### config.mk
export PLATFORM = sky130hd
export DESIGN_NAME = sseg_capture
export DESIGN_NICKNAME = d
export VERILOG_FILES = /design/src/rtl/sseg_capture.sv
export SDC_FILE = /design/constraint.sdc
export NUM_CORES = 1
export LEC_CHECK = 0
export CAP_MARGIN = 20
export CORE_ASPECT_RATIO = 1.1
export CORE_MARGIN = 8
export CORE_UTILIZATION = 56
export DETAILED_ROUTE_END_ITERATION = 16
export PLACE_DENSITY = 0.79
export REMOVE_ABC_BUFFERS = 1
export SKIP_CTS_REPAIR_TIMING = 1
export SLEW_MARGIN = 10
export SYNTH_ARGS = -nofsm -noshare
export SYNTH_HDL_FRONTEND = slang
export SYNTH_SLANG_ARGS = --single-unit
### constraint.sdc
create_clock -name clk -period 2.69 [get_ports clk]
set_clock_uncertainty 0.2 [all_clocks]
set_input_delay 0.538 -clock clk [delete_from_list [all_inputs] [get_ports clk]]
set_output_delay 0.538 -clock clk [all_outputs]
set_load 0.02 [all_outputs]
### src/rtl/sseg_capture.sv
// Seven-segment display scanner capture.
// Samples a multiplexed active-low segment bus and digit select, waits for each digit's
// pattern to be stable for STABLE samples, decodes it to a hex nibble and assembles
// DIGITS nibbles into a word offered on a valid/ready output.
module sseg_capture #(
  parameter int unsigned DIGITS = 4,
  parameter int unsigned STABLE = 4
) (
  input  logic                  clk,
  input  logic                  rst_n,
  input  logic [6:0]            seg_n,
  input  logic [DIGITS-1:0]     dig_sel,
  output logic [4*DIGITS-1:0]   word,
  output logic                  word_valid,
  input  logic                  word_ready,
  output logic                  err,
  output logic                  overrun
);

  typedef enum logic [1:0] {StIdle, StCount, StDone} state_e;

  state_e                state_q, state_d;
  logic [7:0]            cnt_q, cnt_d;
  logic [6:0]            seg_q, prev_seg_q;
  logic [DIGITS-1:0]     sel_q, prev_sel_q;
  logic [4*DIGITS-1:0]   slots_q, slots_d;
  logic [DIGITS-1:0]     cap_q, cap_d;
  logic [4*DIGITS-1:0]   word_q, word_d;
  logic                  valid_q, valid_d;
  logic                  err_q, err_d;
  logic                  ovr_q, ovr_d;

  logic                  sel_onehot;
  logic                  same;
  logic                  commit;
  logic [6:0]            pat;
  logic [3:0]            nib;
  logic                  legal;

  assign sel_onehot = (sel_q != '0) && ((sel_q & (sel_q - 1'b1)) == '0);
  // Current sample compared against the one taken a cycle earlier.
  assign same       = (seg_q == prev_seg_q) && (sel_q == prev_sel_q);

  // Decode the active-high glyph into a hex nibble.
  always_comb begin
    pat   = ~seg_q;
    nib   = 4'h0;
    legal = 1'b1;
    case (pat)
      7'h3F: nib = 4'h0;
      7'h06: nib = 4'h1;
      7'h5B: nib = 4'h2;
      7'h4F: nib = 4'h3;
      7'h66: nib = 4'h4;
      7'h6D: nib = 4'h5;
      7'h7D: nib = 4'h6;
      7'h07: nib = 4'h7;
      7'h7F: nib = 4'h8;
      7'h6F: nib = 4'h9;
      7'h77: nib = 4'hA;
      7'h7C: nib = 4'hB;
      7'h39: nib = 4'hC;
      7'h5E: nib = 4'hD;
      7'h79: nib = 4'hE;
      7'h71: nib = 4'hF;
      default: legal = 1'b0;
    endcase
  end

  // Stability FSM: counts identical one-hot samples and commits once per stable run.
  always_comb begin
    state_d = state_q;
    cnt_d   = cnt_q;
    commit  = 1'b0;
    case (state_q)
      StIdle: begin
        if (sel_onehot) begin
          state_d = StCount;
          cnt_d   = 8'd1;
        end else begin
          cnt_d   = 8'd0;
        end
      end
      StCount: begin
        if (!sel_onehot) begin
          state_d = StIdle;
          cnt_d   = 8'd0;
        end else if (!same) begin
          cnt_d   = 8'd1;
        end else if (cnt_q >= 8'(STABLE - 1)) begin
          // Counter saturates at STABLE; the commit happens on the edge it gets there.
          cnt_d   = 8'(STABLE);
          commit  = 1'b1;
          state_d = StDone;
        end else begin
          cnt_d   = cnt_q + 8'd1;
        end
      end
      StDone: begin
        if (!sel_onehot) begin
          state_d = StIdle;
          cnt_d   = 8'd0;
        end else if (!same) begin
          state_d = StCount;
          cnt_d   = 8'd1;
        end
      end
      default: begin
        state_d = StIdle;
        cnt_d   = 8'd0;
      end
    endcase
  end

  // Slot update, word transfer/discard and status flags.
  always_comb begin
    slots_d = slots_q;
    cap_d   = cap_q;
    word_d  = word_q;
    valid_d = valid_q;
    ovr_d   = ovr_q;
    err_d   = 1'b0;
    if (valid_q && word_ready) valid_d = 1'b0;
    if (&cap_q) begin
      cap_d = '0;
      if (!valid_q || word_ready) begin
        word_d  = slots_q;
        valid_d = 1'b1;
      end else begin
        ovr_d   = 1'b1;
      end
    end
    // Applied after the clear so a same-edge commit seeds the next capture.
    if (commit) begin
      if (legal) begin
        for (int unsigned i = 0; i < DIGITS; i++) begin
          if (sel_q[i]) slots_d[4*i +: 4] = nib;
        end
        cap_d = cap_d | sel_q;
      end else begin
        cap_d = cap_d & ~sel_q;
        err_d = 1'b1;
      end
    end
  end

  // State registers with asynchronous reset.
  always_ff @(posedge clk or negedge rst_n) begin
    if (!rst_n) begin
      state_q    <= StIdle;
      cnt_q      <= '0;
      seg_q      <= '0;
      sel_q      <= '0;
      prev_seg_q <= '0;
      prev_sel_q <= '0;
      slots_q    <= '0;
      cap_q      <= '0;
      word_q     <= '0;
      valid_q    <= 1'b0;
      err_q      <= 1'b0;
      ovr_q      <= 1'b0;
    end else begin
      state_q    <= state_d;
      cnt_q      <= cnt_d;
      seg_q      <= seg_n;
      sel_q      <= dig_sel;
      prev_seg_q <= seg_q;
      prev_sel_q <= sel_q;
      slots_q    <= slots_d;
      cap_q      <= cap_d;
      word_q     <= word_d;
      valid_q    <= valid_d;
      err_q      <= err_d;
      ovr_q      <= ovr_d;
    end
  end

  assign word       = word_q;
  assign word_valid = valid_q;
  assign err        = err_q;
  assign overrun    = ovr_q;

endmodule
# Word level (Yosys, flattened, before mapping)
# Index checks and enable logic that the tools add are counted.
dict set report op_classes {
  n_eq_ne 24
  mux 28
  bitwise 6
  add_sub_neg 2
  magnitude_cmp 1
  n_reduce_logical 17
}
# cell n
set op_table {}
lappend op_table {{$eq A7 B7 Y1 const B} 12}
lappend op_table {{$pmux W4 S15} 1}
lappend op_table {{$mux W8} 5}
lappend op_table {{$pmux W8 S3} 1}
lappend op_table {{$reduce_or A16 Y1} 1}
lappend op_table {{$eq A7 B3 Y1 const B} 2}
lappend op_table {{$eq A7 B6 Y1 const B} 2}
lappend op_table {{$mux W2} 6}
lappend op_table {{$mux W4} 3}
lappend op_table {{$reduce_and A3 Y1} 4}
lappend op_table {{$mux W1} 11}
lappend op_table {{$reduce_and A5 Y1} 2}
lappend op_table {{$ne A3 B3 Y1 const B} 3}
lappend op_table {{$add A8 B1 Y8 const B} 1}
lappend op_table {{$and A4 B4 Y4} 2}
lappend op_table {{$ge A8 B2 Y1 const B} 1}
lappend op_table {{$reduce_and A4 Y1} 2}
lappend op_table {{$eq A7 B7 Y1} 1}
lappend op_table {{$not A7 Y7} 1}
lappend op_table {{$pmux W2 S3} 1}
lappend op_table {{$eq A4 B4 Y1} 1}
lappend op_table {{$logic_not A4 Y1} 1}
lappend op_table {{$not A4 Y4} 1}
lappend op_table {{$or A4 B4 Y4} 1}
lappend op_table {{10 further kinds} 12}
dict set report totals {
  regBits 71
  output_inout_bits 19
  inputBits 14
  elab_cells 93
}

# Longest topological paths before layout
dict set report logic_depth {
  ltp_word 7
  depth_mapped 7
  mapped_depth_nobuf 6
}

# Worst setup path before layout
# Ideal clock, no wire load.
dict set report synth_path {
  path_kind {reg-to-reg}
  from {register sel_q[2]}
  to {register slots_q[11]}
  n_path_buf 2
  arrival_time_ns 1.990
  setup_slack_ns 0.382
  setup_time_ns 0.118
  synth_period_minus_slack_ns 2.308
  required_time_ns 2.372
  path_stages_with_launch 8
  cell_sequence {dfrtp_1 buf_6 or4b_4 o311a_1 nand4b_1 buf_2 a211o_1 a21o_1}
}
dict set report synth_via {
  elab_chain_len 7
  elab_cells_between_ends 11
  cone_classes {1 x add/sub; 1 x eq/ne; 3 x mux; 1 x bitwise; 5 x reduce/logical}
}
# item line
set synth_rtl {}
lappend synth_rtl {{start: declaration} 25} ;# logic [DIGITS-1:0] sel_q, prev_sel_q;
lappend synth_rtl {{start signal: assignment} 166} ;# sel_q <= dig_sel;
lappend synth_rtl {{$sub A4 B1 Y4} 40} ;# assign sel_onehot = (sel_q != '0) && ((sel_q & (sel_q - 1'b1)) == '0);
lappend synth_rtl {{$and A4 B4 Y4} 40}
lappend synth_rtl {{$logic_not A4 Y1} 40}
lappend synth_rtl {{$logic_and A1 B1 Y1} 40}
lappend synth_rtl {{$mux W1} 85} ;# if (!sel_onehot) begin
lappend synth_rtl {{$mux W1} 75} ;# case (state_q)
lappend synth_rtl {{$reduce_and A3 Y1 (no source line) *} --}
lappend synth_rtl {{end signal: assignment} 169} ;# slots_q <= slots_d;
lappend synth_rtl {{end: declaration} 26} ;# logic [4*DIGITS-1:0] slots_q, slots_d;
# Mark *: on every way between the ends. The rest lies on a longest branch, timed or not.
# A chain may end at the register's enable or synchronous reset.

# Worst setup path in the final report
dict set report layout_path {
  from {register seg_q[0]}
  to {register slots_q[10]}
}
dict set report layout_via {
  elab_chain_len 6
  elab_cells_between_ends 26
  cone_classes {17 x eq/ne; 5 x mux; 1 x bitwise; 3 x reduce/logical}
}
# item line
set layout_rtl {}
lappend layout_rtl {{start: declaration} 24} ;# logic [6:0] seg_q, prev_seg_q;
lappend layout_rtl {{start signal: assignment} 165} ;# seg_q <= seg_n;
lappend layout_rtl {{$eq A7 B7 Y1} 42} ;# assign same = (seg_q == prev_seg_q) && (sel_q == prev_sel_q);
lappend layout_rtl {{$logic_and A1 B1 Y1} 42}
lappend layout_rtl {{$mux W1} 88} ;# end else if (!same) begin
lappend layout_rtl {{$mux W1} 85}
lappend layout_rtl {{$mux W1} 75}
lappend layout_rtl {{$reduce_and A3 Y1 (no source line)} --}
# Several ways; a longest one is shown, not always the timed one.

==> results.py <==
metrics = {
    "drt": {
        "drt_iter0_markers": 124,
        "ant_nets": 0,
        "drt_first_pass_iters": 4,
        "post-route-drc-count": 0,
        "wirelength_um": 6010,
        "vias": 2186,
        "vias_per_cell": 5.63,
        "wire_per_inst_um": 15.5,
    },
    "sta": {
        "maxSlewHeadroom_pct": 55.6,
        "max_freq_mhz": 403,
        "period_minus_slack_ns": 2.48,
        "final.setup.worst_slack_ns": 0.209,
        "whs_ns": 0.00664,
        "hold_violations": 0,
        "setup_viol": 0,
        "worstMarginPinSlew_ns": 0.663,
        "setup_tns_ns": 0,
        "drv_slew": 0,
        "post-route-period-util_pct": 92.2,
        "rsz0062_at_grt": "no",
    },
    "setup_path": {
        "critical_path_class": "flop to flop",
        "crit_path_start_kind": "flop",
        "r2r-end": "slots_q[10]$_DFFE_PN0P_",
        "r2r_start": "seg_q[0]$_DFF_PN0_",
        "slowest_delay_ns": 0.59,
        "crit_fanout": 11,
        "cp.required_ns": 2.70,
        "cp_data_arrival_time_ns": 2.49,
        "rr_worst_depth": 5,
        "reg2reg_setup_slack_ns": 0.21,
        "crit_slowest_cell": "or4_4",
        "path_cells": "or4_4, a2111oi_4, a31oi_4, a311oi_2, o21ai_0",
        "cp-end-kind": "flop",
    },
    "cts": {
        "htreeDepth": 3,
        "cts_buffers": 9,
        "clk_latency_ns": 0.35,
        "cts.sinks": 71,
        "cts_tree": "built",
        "clk_pin_slew_worst_paths_ns": 0.08,
        "cts_max_path_buffers": 2,
        "cts_root_buf": "clkbuf_8",
    },
    "finish": {
        "nFillCells": 400,
        "fin_nets": 323,
        "fin_area_sq_um": 3860,
        "register_area_sq_um": 1780,
        "stdcell_count": 388,
        "syn_to_final_growth_pct": 21.8,
        "layout-drive-gt1-share_pct": 19.5,
        "diodes": 0,
        "multi_input_area_sq_um": 1250,
    },
    "logic_synthesis": {
        "yosysWarnings": 0,
        "yosysTopAreaCell": "dfrtp_1",
        "yosysTopAreaCellShare_pct": 56.0,
        "yosys-top-cells-area": "dfrtp_1 56%, mux2_2 5.7%, xor2_1 3.3%, inv_1 2.0%, and3_1 1.8%",
        "ys_ff_latch": 71,
        "synth_cell_types": 55,
        "async_flop_share_pct": 100,
        "synth_edf_count": 0,
        "synth-seq-area-share_pct": 56.0,
        "synthCells": 264,
        "avgSynthCellArea_sq_um": 12.0,
        "yosys_most_used_dff": "dfrtp_1",
        "syn_area_sq_um": 3170,
    },
    "die": {
        "design.die.area_sq_um": 8330,
        "initial_core_util_pct": 58.4,
        "core_sq_um": 5430,
        "die_w_um": 87.7,
        "ios": 33,
        "die_h_um": 94.9,
        "rows": 28,
    },
    "placement": {
        "dp_worst_setup_slack_ns": 0.220,
        "place_inst": 372,
        "place_area_sq_um": 3630,
        "gp_congestion": 0.894,
        "hpwl_um": 4340,
        "port_buffers": 32,
    },
    "power": {
        "powerDensity_nw_per_um2": 563,
        "sw_frac_of_total_pct": 22.0,
        "vdd_drop_max_v": 0.000555,
        "pwr-share-comb_pct": 5.6,
        "intPower_uw": 1700,
        "power_frac_seq_pct": 51.2,
        "pwr-share-clk_pct": 43.2,
        "p_sw_uw": 478,
        "leakagePower_uw": 0.00173,
    },
    "global_routing": {
        "grt_max_degree": 72,
        "antenna_found_initial": 0,
        "gr-total-overflow": 0,
        "grt_pass1_vias": 2298,
        "grtUsageTotal_pct": 16.3,
        "grt_pass1_wl_um": 10500,
    },
    "job": {
        "drv_cap": 0,
    },
    "worst_hold_path": {
        "hold_path_class": "input pin to asynchronous set/reset pin",
    },
    "outcome": {
        "outcome": "completed",
    },
}
-- area by class of cell --
class	count	share of cell area, %
multi-input cells	161	32.3
flip-flops and latches	71	46.0
clock inverters	6	2.43
inverters	17	1.65
repair buffers	48	11.6
clock buffers	10	3.56
well taps	75	2.43
-- sequential cells by signal (all words and copies together) (netlist names) --
signal / count
cap_q: 4
overrun: 1
seg_q: 7
prev_sel_q: 4
state_q: 2
err: 1
word_valid: 1
slots_q: 16
cnt_q: 8
prev_seg_q: 7
word: 16
sel_q: 4
-- through the flow --
step / power (uW) / utilization (%)
after floorplan: 1190 / -
after global placement: 1250 / 66.9
after detailed placement: 1260 / 66.9
after CTS: 2200 / 71.1
after global routing: 2260 / 71.1
final: 2170 / 71.1
-- routing by layer --
layer	share of wire, %	GRT usage [%]	up-vias
met1	43	19.2	1075
met5	0	0	-
met4	2.5	9.33	0
met3	4.9	4.87	14
met2	49	25.9	51
li1	-	-	1046
-- worst max path at each step --
stage	from	slack, ns	depth (start not counted)	end
2_1_floorplan	seg_q[2]$_DFF_PN0_	0.27	5	slots_q[10]$_DFFE_PN0P_
3_3_place_gp	seg_q[4]$_DFF_PN0_	0.27	8	slots_q[10]$_DFFE_PN0P_
3_5_place_dp	seg_q[0]$_DFF_PN0_	0.22	5	slots_q[10]$_DFFE_PN0P_
4_1_cts	seg_q[0]$_DFF_PN0_	0.22	5	slots_q[10]$_DFFE_PN0P_
5_1_grt	seg_q[2]$_DFF_PN0_	0.04	7	slots_q[10]$_DFFE_PN0P_
6_report	seg_q[0]$_DFF_PN0_	0.21	5	slots_q[10]$_DFFE_PN0P_
-- kinds of logic after synthesis --
kind of cell             count (synthesis)  share of synthesized area [%]
XOR/XNOR                                15                           4.14
flip-flops                              71                           56.0
buffers and inverters                   32                           4.58
AND/OR/NAND/NOR                         72                           13.9
multiplexers                            16                           5.68
AO/OA/AOI/OAI                           57                           15.2
adder cells (fa/ha/maj)                  1                          0.395
-- placed cells by master (no fill, tap or decap), drive strengths merged, types with 3 or more instances in the layout --
cell / synthesis / routed
dfrtp: 71 / 71
clkdlybuf4s50: 0 / 31
inv: 17 / 17
buf: 10 / 17
mux2: 16 / 16
xor2: 12 / 12
nor2: 10 / 10
clkbuf: 5 / 10
and3: 9 / 9
o22ai: 9 / 9
nor3: 8 / 8
nand2: 7 / 7
or2: 6 / 6
nand2b: 5 / 5
nand4: 5 / 5
o21ai: 5 / 5
a31oi: 5 / 5
nor4: 4 / 4
nor2b: 4 / 4
a21o: 4 / 4
a21oi: 4 / 4
o2111ai: 4 / 4
a311oi: 4 / 4
xnor2: 3 / 3
a211oi: 3 / 3
o21bai: 3 / 3
clkinv: 0 / 3
-- power groups by stage --
stage	combinational, uW	clock (uW)	sequential (uW)
floorplan	53.4	0	1130
global placement	121	0	1130
CTS	124	965	1110
global route	138	1010	1120
finish	122	938	1110
detailed placement	124	0	1130
-- cell usage after synthesis (all sizes together), types with 3 or more instances --
cell     count
a211oi       3
a21o         4
a21oi        4
a311oi       4
a31oi        5
and3         9
buf         10
clkbuf       5
dfrtp       71
inv         17
mux2        16
nand2        7
nand2b       5
nand4        5
nor2        10
nor2b        4
nor3         8
nor4         4
o2111ai      4
o21ai        5
o21bai       3
o22ai        9
or2          6
xnor2        3
xor2        12
-- worst max-delay path, delay by kind of cell, from the launching register on --
kind	cells	cell delay (ns)
DFF	1	0.50
AOI/OAI and AO/OA	4	1.05
and+or+nand+nor	1	0.59
Power figures use the tool's default switching activity.
